**config.mk**
```make
export PLATFORM = sky130hd
export DESIGN_NAME = pipe_stage_reg
export DESIGN_NICKNAME = d
export VERILOG_FILES = /design/src/rtl/pipe_stage_reg.sv
export SDC_FILE = /design/constraint.sdc
export NUM_CORES = 1
export LEC_CHECK = 0
export CORE_ASPECT_RATIO = 1.1
export CORE_UTILIZATION = 43
export CTS_BUF_LIST = sky130_fd_sc_hd__clkbuf_2
export DETAILED_ROUTE_END_ITERATION = 6
export PLACE_DENSITY = 0.83
export SLEW_MARGIN = 20
export SYNTH_ARGS = -nofsm -noshare
export SYNTH_HDL_FRONTEND = slang
export SYNTH_SLANG_ARGS = --single-unit
```
**constraint.sdc**
```tcl
create_clock -name CLK -period 2.5 [get_ports CLK]
set_clock_uncertainty 0.05 [all_clocks]
set_input_delay 0.375 -clock CLK [delete_from_list [all_inputs] [get_ports CLK]]
set_output_delay 0.375 -clock CLK [all_outputs]
set_load 0.005 [all_outputs]
```
**src/rtl/pipe_stage_reg.sv**
```systemverilog
// pipe_stage_reg
//   Generic pipeline-stage register that replaces the fixed inter-stage
//   latches. It moves an opaque DATA_W-bit payload from one stage to the
//   next using a valid/ready handshake.
//   SKID=0 : one register slot. in_ready depends combinationally on out_ready.
//   SKID=1 : a main slot plus a skid slot. in_ready comes straight from a flop.
//   Empty slots always hold BUBBLE_VAL, so out_data shows the bubble whenever
//   out_valid is low.
//
// Ports
//   CLK        rising-edge clock
//   nRST       asynchronous active-low reset
//   flush      synchronous squash of every held entry
//   clr_stats  synchronous clear of stall_cnt
//   in_valid   upstream presents in_data
//   in_ready   stage can accept this cycle
//   in_data    upstream payload
//   out_valid  out_data holds a live entry
//   out_ready  downstream consumes this cycle
//   out_data   head payload, or BUBBLE_VAL when empty
//   occupancy  number of live entries (registered)
//   stall_cnt  saturating count of cycles with out_valid & !out_ready
module pipe_stage_reg #(
  parameter int                 DATA_W     = 64,
  parameter int                 SKID       = 0,
  parameter logic [DATA_W-1:0]  BUBBLE_VAL = '0,
  parameter int                 STALL_W    = 16
) (
  input  logic                CLK,
  input  logic                nRST,
  input  logic                flush,
  input  logic                clr_stats,
  input  logic                in_valid,
  output logic                in_ready,
  input  logic [DATA_W-1:0]   in_data,
  output logic                out_valid,
  input  logic                out_ready,
  output logic [DATA_W-1:0]   out_data,
  output logic [1:0]          occupancy,
  output logic [STALL_W-1:0]  stall_cnt
);

  localparam logic [STALL_W-1:0] STALL_ONE = STALL_W'(1);
  localparam logic [STALL_W-1:0] STALL_MAX = '1;

  logic              main_valid, main_valid_n;
  logic              skid_valid, skid_valid_n;
  logic [DATA_W-1:0] main_data,  main_data_n;
  logic [DATA_W-1:0] skid_data,  skid_data_n;
  logic              in_ready_q;
  logic              accept, pop;

  // The skid variant keeps a dedicated in_ready flop. This flop holds the
  // inverse of the next skid_valid, so downstream ready never ripples upstream.
  assign in_ready  = (SKID != 0) ? in_ready_q : (!main_valid || out_ready);
  assign accept    = in_valid && in_ready;
  assign pop       = main_valid && out_ready;
  assign out_valid = main_valid;
  assign out_data  = main_data;

  always_comb begin
    main_valid_n = main_valid;
    main_data_n  = main_data;
    skid_valid_n = skid_valid;
    skid_data_n  = skid_data;
    if (flush) begin
      // Any accept in this cycle is deliberately dropped.
      main_valid_n = 1'b0;
      main_data_n  = BUBBLE_VAL;
      skid_valid_n = 1'b0;
      skid_data_n  = BUBBLE_VAL;
    end else if (SKID == 0) begin
      if (accept) begin
        main_valid_n = 1'b1;
        main_data_n  = in_data;
      end else if (pop) begin
        main_valid_n = 1'b0;
        main_data_n  = BUBBLE_VAL;
      end
    end else begin
      if (pop && skid_valid) begin
        // in_ready is low here, so no accept can coincide with this refill.
        main_data_n  = skid_data;
        skid_valid_n = 1'b0;
        skid_data_n  = BUBBLE_VAL;
      end else if (accept) begin
        if (!main_valid || pop) begin
          main_valid_n = 1'b1;
          main_data_n  = in_data;
        end else begin
          skid_valid_n = 1'b1;
          skid_data_n  = in_data;
        end
      end else if (pop) begin
        main_valid_n = 1'b0;
        main_data_n  = BUBBLE_VAL;
      end
    end
  end

  always_ff @(posedge CLK or negedge nRST) begin
    if (!nRST) begin
      main_valid <= 1'b0;
      main_data  <= BUBBLE_VAL;
      skid_valid <= 1'b0;
      skid_data  <= BUBBLE_VAL;
      in_ready_q <= 1'b1;
      occupancy  <= 2'd0;
    end else begin
      main_valid <= main_valid_n;
      main_data  <= main_data_n;
      skid_valid <= skid_valid_n;
      skid_data  <= skid_data_n;
      in_ready_q <= !skid_valid_n;
      occupancy  <= {1'b0, main_valid_n} + {1'b0, skid_valid_n};
    end
  end

  // Performance counter. Flush does not affect it, and clr_stats wins over an increment.
  always_ff @(posedge CLK or negedge nRST) begin
    if (!nRST) begin
      stall_cnt <= '0;
    end else if (clr_stats) begin
      stall_cnt <= '0;
    end else if (main_valid && !out_ready && (stall_cnt != STALL_MAX)) begin
      stall_cnt <= stall_cnt + STALL_ONE;
    end
  end

endmodule

```
==> impl_metrics.env, run 1 <==
export IMPL_antenna_found_initial=0
export IMPL_grt_pass1_vias=2808
export IMPL_yosys_area_top_type="dfrtp_1"
export IMPL_top_layer_used="met4"
export IMPL_tightest_slew_ps=621
export IMPL_grt_use_total=0.219
export IMPL_p_leak_nw=2.29
export IMPL_synthXorXnorAreaFrac=0
export IMPL_clkTransAtPathRegs_ps=230
export IMPL_hold_class="primary input to async pin"
export IMPL_gp_congestion=0.857
export IMPL_peakVddDrop_v=0.000287
export IMPL_coreArea_um2=7470
export IMPL_drt_first_iter_violations=115
export IMPL_htree_num_levels=3
export IMPL_syn_inst=254
export IMPL_synth_seq_cells=84
export IMPL_outcome="finished clean"
export IMPL_cts_sinks=84
export IMPL_synth_edff_count=0
export IMPL_tns_ps=0
export IMPL_slew_headroom=0.586
export IMPL_max_stage_delay_ps=530
export IMPL_finalSetupViolations=0
export IMPL_post_cts_buffers=0
export IMPL_core_rowCount=33
export IMPL_min_period_over_period=0.924
export IMPL_clock_fmax_mhz=433
export IMPL_ys_types=38
export IMPL_die_h_um=94.5
export IMPL_slew_violations=0
export IMPL_drc=0
export IMPL_die_area_um2=8130
export IMPL_wl_met3_um=489
export IMPL_clock_root_buffer="clkbuf_2"
export IMPL_grt_max_degree=54
export IMPL_criticalPathCategory="flop to output pin"
export IMPL_yosys_area_top_type_share=0.629
export IMPL_ys_flop_type="dfrtp_1"
export IMPL_nets=482
export IMPL_vias_per_cell=5.26
export IMPL_required_ps=2080
export IMPL_io_pins=154
export IMPL_synth_compound_area_share=0.202
export IMPL_crit_path_end_kind="output pin"
export IMPL_crit_chain="nor2b_4 -> inv_2 -> buf_4 -> clkdlybuf4s50_1"
export IMPL_finalHoldViolCount=0
export IMPL_synthArstFlopShare=1.00
export IMPL_seqCellArea_um2=2100
export IMPL_yosys_area_share_simple=0.113
export IMPL_synth_common_cells="dfrtp_1, a22o_1, clkbuf_1"
export IMPL_synth_area_mux_share=0.0236
export IMPL_crit_path_max_fanout=17
export IMPL_crit_buf_inv=3
export IMPL_powerDensity_nw_per_um2=542
export IMPL_drv_cap=0
export IMPL_syn_avg_cell_area_um2=13.2
export IMPL_hold_slack_ps=367
export IMPL_syn_cell_area_um2=3340
export IMPL_clk_latency_ps=500
export IMPL_antenna_left=0
export IMPL_multi_input_area_um2=1170
export IMPL_synth_top_family_by_area="compound AO/OA/AOI/OAI gates"
export IMPL_grt_first_pass_wirelength_um=13800
export IMPL_rsz0062_at_grt="false"
export IMPL_start_util=0.447
export IMPL_portBuffers=153
export IMPL_cts_buffer_depth=2
export IMPL_cts_tree="done"
export IMPL_drt_first_pass_iters=5
export IMPL_wl_per_cell_um=16.5
export IMPL_cp_top_family="buffers and inverters"
export IMPL_wl_met2_um=4480
export IMPL_finalPower_mw=2.84
export IMPL_vias=2730
export IMPL_fp_dieW_um=86.1
export IMPL_seq_area_frac_synth=0.629
export IMPL_slowest_stage="clkdlybuf4s50_1"
export IMPL_cp_arrival_ps=1890
export IMPL_startpoint_type="flop"
export IMPL_synthTopCellsByArea="dfrtp_1, a22o_1, clkbuf_1"
export IMPL_fin_crit_ps=2310
export IMPL_syn_to_final_growth_pct=56.6
export IMPL_synth_fa_ha_area_frac=0.00749
export IMPL_synthMostInstantiatedCell="dfrtp_1"
export IMPL_cts_made_buffers=9
export IMPL_dp_hpwl_um=6070
export IMPL_synth_fp_nets=326
export IMPL_drive_gt1_frac=0.0966
export IMPL_diodes=0
export IMPL_met1Wirelength_um=3530
export IMPL_yosys_warnings=0
export IMPL_grt_ovfl_total=0
export IMPL_fill_cells=547
export IMPL_routed_wl_um=8590
==> cells in the final DEF (no fill, tap or decap), types with 2 or more instances in the layout <==
cell type,instances
nor4_1,4
clkdlybuf4s50_1,152
or3_1,3
ha_1,2
buf_4,7
or4_1,4
a22o_1,64
nor3_1,2
mux2_2,4
buf_12,3
nand3_1,4
nor2_1,10
and3_1,2
mux2_1,3
nand2_1,6
a21oi_1,7
nand4_1,3
nor2b_1,8
inv_1,2
o31ai_1,4
dfrtp_1,84
clkbuf_2,10
o21ai_0,3
bufinv_16,4
==> through the flow <==
step	setup slack, ps	std cells	cell area, µm²	utilization
after floorplan	641	254	3340	-
after global placement	222	503	5050	0.676
after detailed placement	199	503	5050	0.676
after CTS	147	519	5240	0.700
after global routing	72.4	519	5240	0.700
final	189	519	5240	0.700
==> registers in the layout, summed over array words and instances, names as in the netlist <==
| name | flops |
|---|---|
| out_valid | 1 |
| skid_valid | 1 |
| occupancy | 2 |
| out_data | 64 |
| stall_cnt | 16 |
==> cell type report <==
type | instances | share of cell area
clock inverter | 5 | 0.0239
clock buffer | 10 | 0.00956
inverter | 3 | 0.00215
timing repair buffer | 163 | 0.314
sequential | 84 | 0.402
tap | 105 | 0.0251
multi-input combinational | 149 | 0.224
==> per-layer routing <==
metal	up-vias	track usage
li1	1272	-
met1	1340	0.271
met2	110	0.377
met3	8	0.0524
met4	0	0.0722
met5	-	0
==> worst paths after layout <==
path	end	startpoint	slack, ps	cells past startpoint
setup / recovery	in_ready	out_valid	190	4
min in group CLK	out_data[62]	in_data[62]	400	2
max in group asynchronous	out_data[19]	nRST	1390	3
hold reg to reg	out_data[38]	out_data[38]	490	1
hold / removal	out_data[32]	nRST	370	2
setup reg to reg	stall_cnt[12]	stall_cnt[0]	470	5
==> worst register-to-register path, stage by stage (launching register included) <==
cell and delay [ps]:
dfrtp_1 460, ha_1 230, nand4_2 210, nand2b_1 280, nor4_1 330, mux2_2 370
==> logic make-up (layout without fill, tap and decap cells) <==
logic type,Yosys count,count (layout)
mux,7,7
simple gates,58,58
fa+ha+maj,2,2
buf+inv,21,181
flops,84,84
compound gates,82,82
==> where the power goes <==
part	internal (mW)	switching, mW
clock	0.529	0.445
combinational	0.260	0.146
sequential	1.42	0.0380
==> repair_timing <==
| item | in CTS | in global routing |
|---|---|---|
| hold endpoints to repair | 48 | 0 |
| resized for setup | 0 | 0 |
| hold buffers | 1 | 0 |
Power figures use the tool's default switching activity.
==> inputs of run 2 (changes only) <==
CORE_UTILIZATION = 38   (was 43)
PLACE_DENSITY = 0.78   (was 0.83)
clock period = 2 ns   (was 2.5 ns; I/O delays follow)
==> impl_metrics.env, run 2 (same netlist as run 1, synthesis figures left out) <==
export IMPL_outcome="finished clean"
export IMPL_crit_chain="ha_1 -> nand4_2 -> buf_4 -> nor3_2 -> buf_4 -> nor4b_2 -> mux2_1"
export IMPL_finalSetupViolations=0
export IMPL_drc=0
export IMPL_fp_dieW_um=91.4
export IMPL_slew_violations=0
export IMPL_grt_ovfl_total=0
export IMPL_pre_cts_slack_ps=-206
export IMPL_tns_ps=0
export IMPL_powerDensity_nw_per_um2=591
export IMPL_clock_root_buffer="clkbuf_2"
export IMPL_grt_use_total=0.195
export IMPL_wl_per_cell_um=16.2
export IMPL_startpoint_type="flop"
export IMPL_max_stage_delay_ps=450
export IMPL_tightest_slew_ps=542
export IMPL_min_period_over_period=0.976
export IMPL_vias=2779
export IMPL_crit_buf_inv=2
export IMPL_die_area_um2=9170
export IMPL_portBuffers=153
export IMPL_hold_class="primary input to async pin"
export IMPL_cts_made_buffers=9
export IMPL_grt_max_degree=46
export IMPL_worst_path_most_repeated_cell="buf_4"
export IMPL_die_h_um=100
export IMPL_p_leak_nw=2.30
export IMPL_final_area_um2=5220
export IMPL_cts_buffer_depth=2
export IMPL_htree_num_levels=3
export IMPL_syn_to_final_growth_pct=56.2
export IMPL_cp_arrival_ps=2310
export IMPL_antenna_left=0
export IMPL_antenna_found_initial=0
export IMPL_routed_wl_um=8610
export IMPL_slowest_stage="dfrtp_1"
export IMPL_dp_hpwl_um=6240
export IMPL_clkTransAtPathRegs_ps=260
export IMPL_layout_commonest_cell="clkdlybuf4s50_1"
export IMPL_diodes=0
export IMPL_cts_tree="done"
export IMPL_criticalPathCategory="flop to flop"
export IMPL_io_pins=154
export IMPL_placed_area_um2=5090
export IMPL_gp_congestion=0.888
export IMPL_vias_per_cell=5.22
export IMPL_start_util=0.395
export IMPL_nets=488
export IMPL_setup_ws_ps=47.8
export IMPL_place_inst=514
export IMPL_coreArea_um2=8450
export IMPL_finalHoldViolCount=0
export IMPL_clk_latency_ps=530
export IMPL_drv_cap=0
export IMPL_clock_fmax_mhz=512
export IMPL_slew_headroom=0.639
export IMPL_largest_reg_flops=64
export IMPL_drt_first_iter_violations=111
export IMPL_fin_util=0.618
export IMPL_peakVddDrop_v=0.000288
export IMPL_drt_first_pass_iters=4
export IMPL_crit_path_end_kind="flop"
export IMPL_grt_pass1_vias=2806
export IMPL_required_ps=2360
export IMPL_instances_no_fill=532
export IMPL_rsz0062_at_grt="true"
export IMPL_cp_top_family="simple AND/OR/NAND/NOR gates"
export IMPL_core_rowCount=35
export IMPL_drive_gt1_frac=0.121
export IMPL_grt_first_pass_wirelength_um=13900
export IMPL_crit_path_max_fanout=3
export IMPL_layout_common_cells="clkdlybuf4s50_1, dfrtp_1, a22o_1, buf_4, clkbuf_2"
export IMPL_fin_crit_ps=1950
export IMPL_cts_sinks=84
run 2: cell count changes in the layout (fill, tap and decap cells not counted), sizes merged:
cell / change
clkinv: +2
clkinvlp: +2
inv: +1
bufinv: -4
buf: +6
dlymetal6s2s: +2
clkdlybuf4s50: -3
clkbuf: +1
run 2: layout make-up:
class	instances	area [µm²]
Fill cell	685	3230
Sequential cell	84	2110
Timing Repair Buffer	169	1700
Multi-Input combinational cell	149	1170
Tap cell	111	139
Clock buffer	10	50.0
Clock inverter	6	40.0
Inverter	3	11.3
run 2: worst paths after layout:
path	start	end	slack, ps	cells past startpoint
worst min-delay path	nRST	out_data[52]	210	2
worst min register to register	out_data[16]	out_data[16]	480	1
worst max-delay path	stall_cnt[1]	stall_cnt[9]	50	7
worst max register to register	stall_cnt[1]	stall_cnt[9]	50	7
max in group asynchronous	nRST	out_data[40]	1030	3
min in group CLK	in_data[58]	out_data[58]	290	2
run 2: repair_timing:
action,4_1_cts,5_1_grt
endpoints found under the setup margin,1,12
buffers inserted,1,0
hold buffers,1,0
gates resized for setup,3,10
endpoints found under the hold margin,39,0
run 2: through the flow:
| stage | total power, mW | hold WS (ps) |
|---|---|---|
| 2_1_floorplan | 1.98 | -45.6 |
| 3_5_place_dp | 2.37 | 270 |
| 6_report | 3.09 | 213 |
| 3_3_place_gp | 2.36 | 261 |
| 5_1_grt | 3.25 | 194 |
| 4_1_cts | 3.13 | 155 |
run 2: per-layer routing:
metal | vias to the layer above | global-route usage | routed length [µm]
met4 | 0 | 0.103 | 260
met3 | 22 | 0.0379 | 372
li1 | 1295 | - | -
met2 | 96 | 0.324 | 4310
met5 | - | 0 | 0
met1 | 1366 | 0.242 | 3670
run 2: where the power goes:
group | leakage, nW | switching [mW] | internal (mW) | total [mW]
registers | 1.13 | 0.0455 | 1.78 | 1.82
clock network | 0.0536 | 0.581 | 0.167 | 0.748
logic | 1.12 | 0.186 | 0.331 | 0.517
total | 2.30 | 0.813 | 2.27 | 3.09
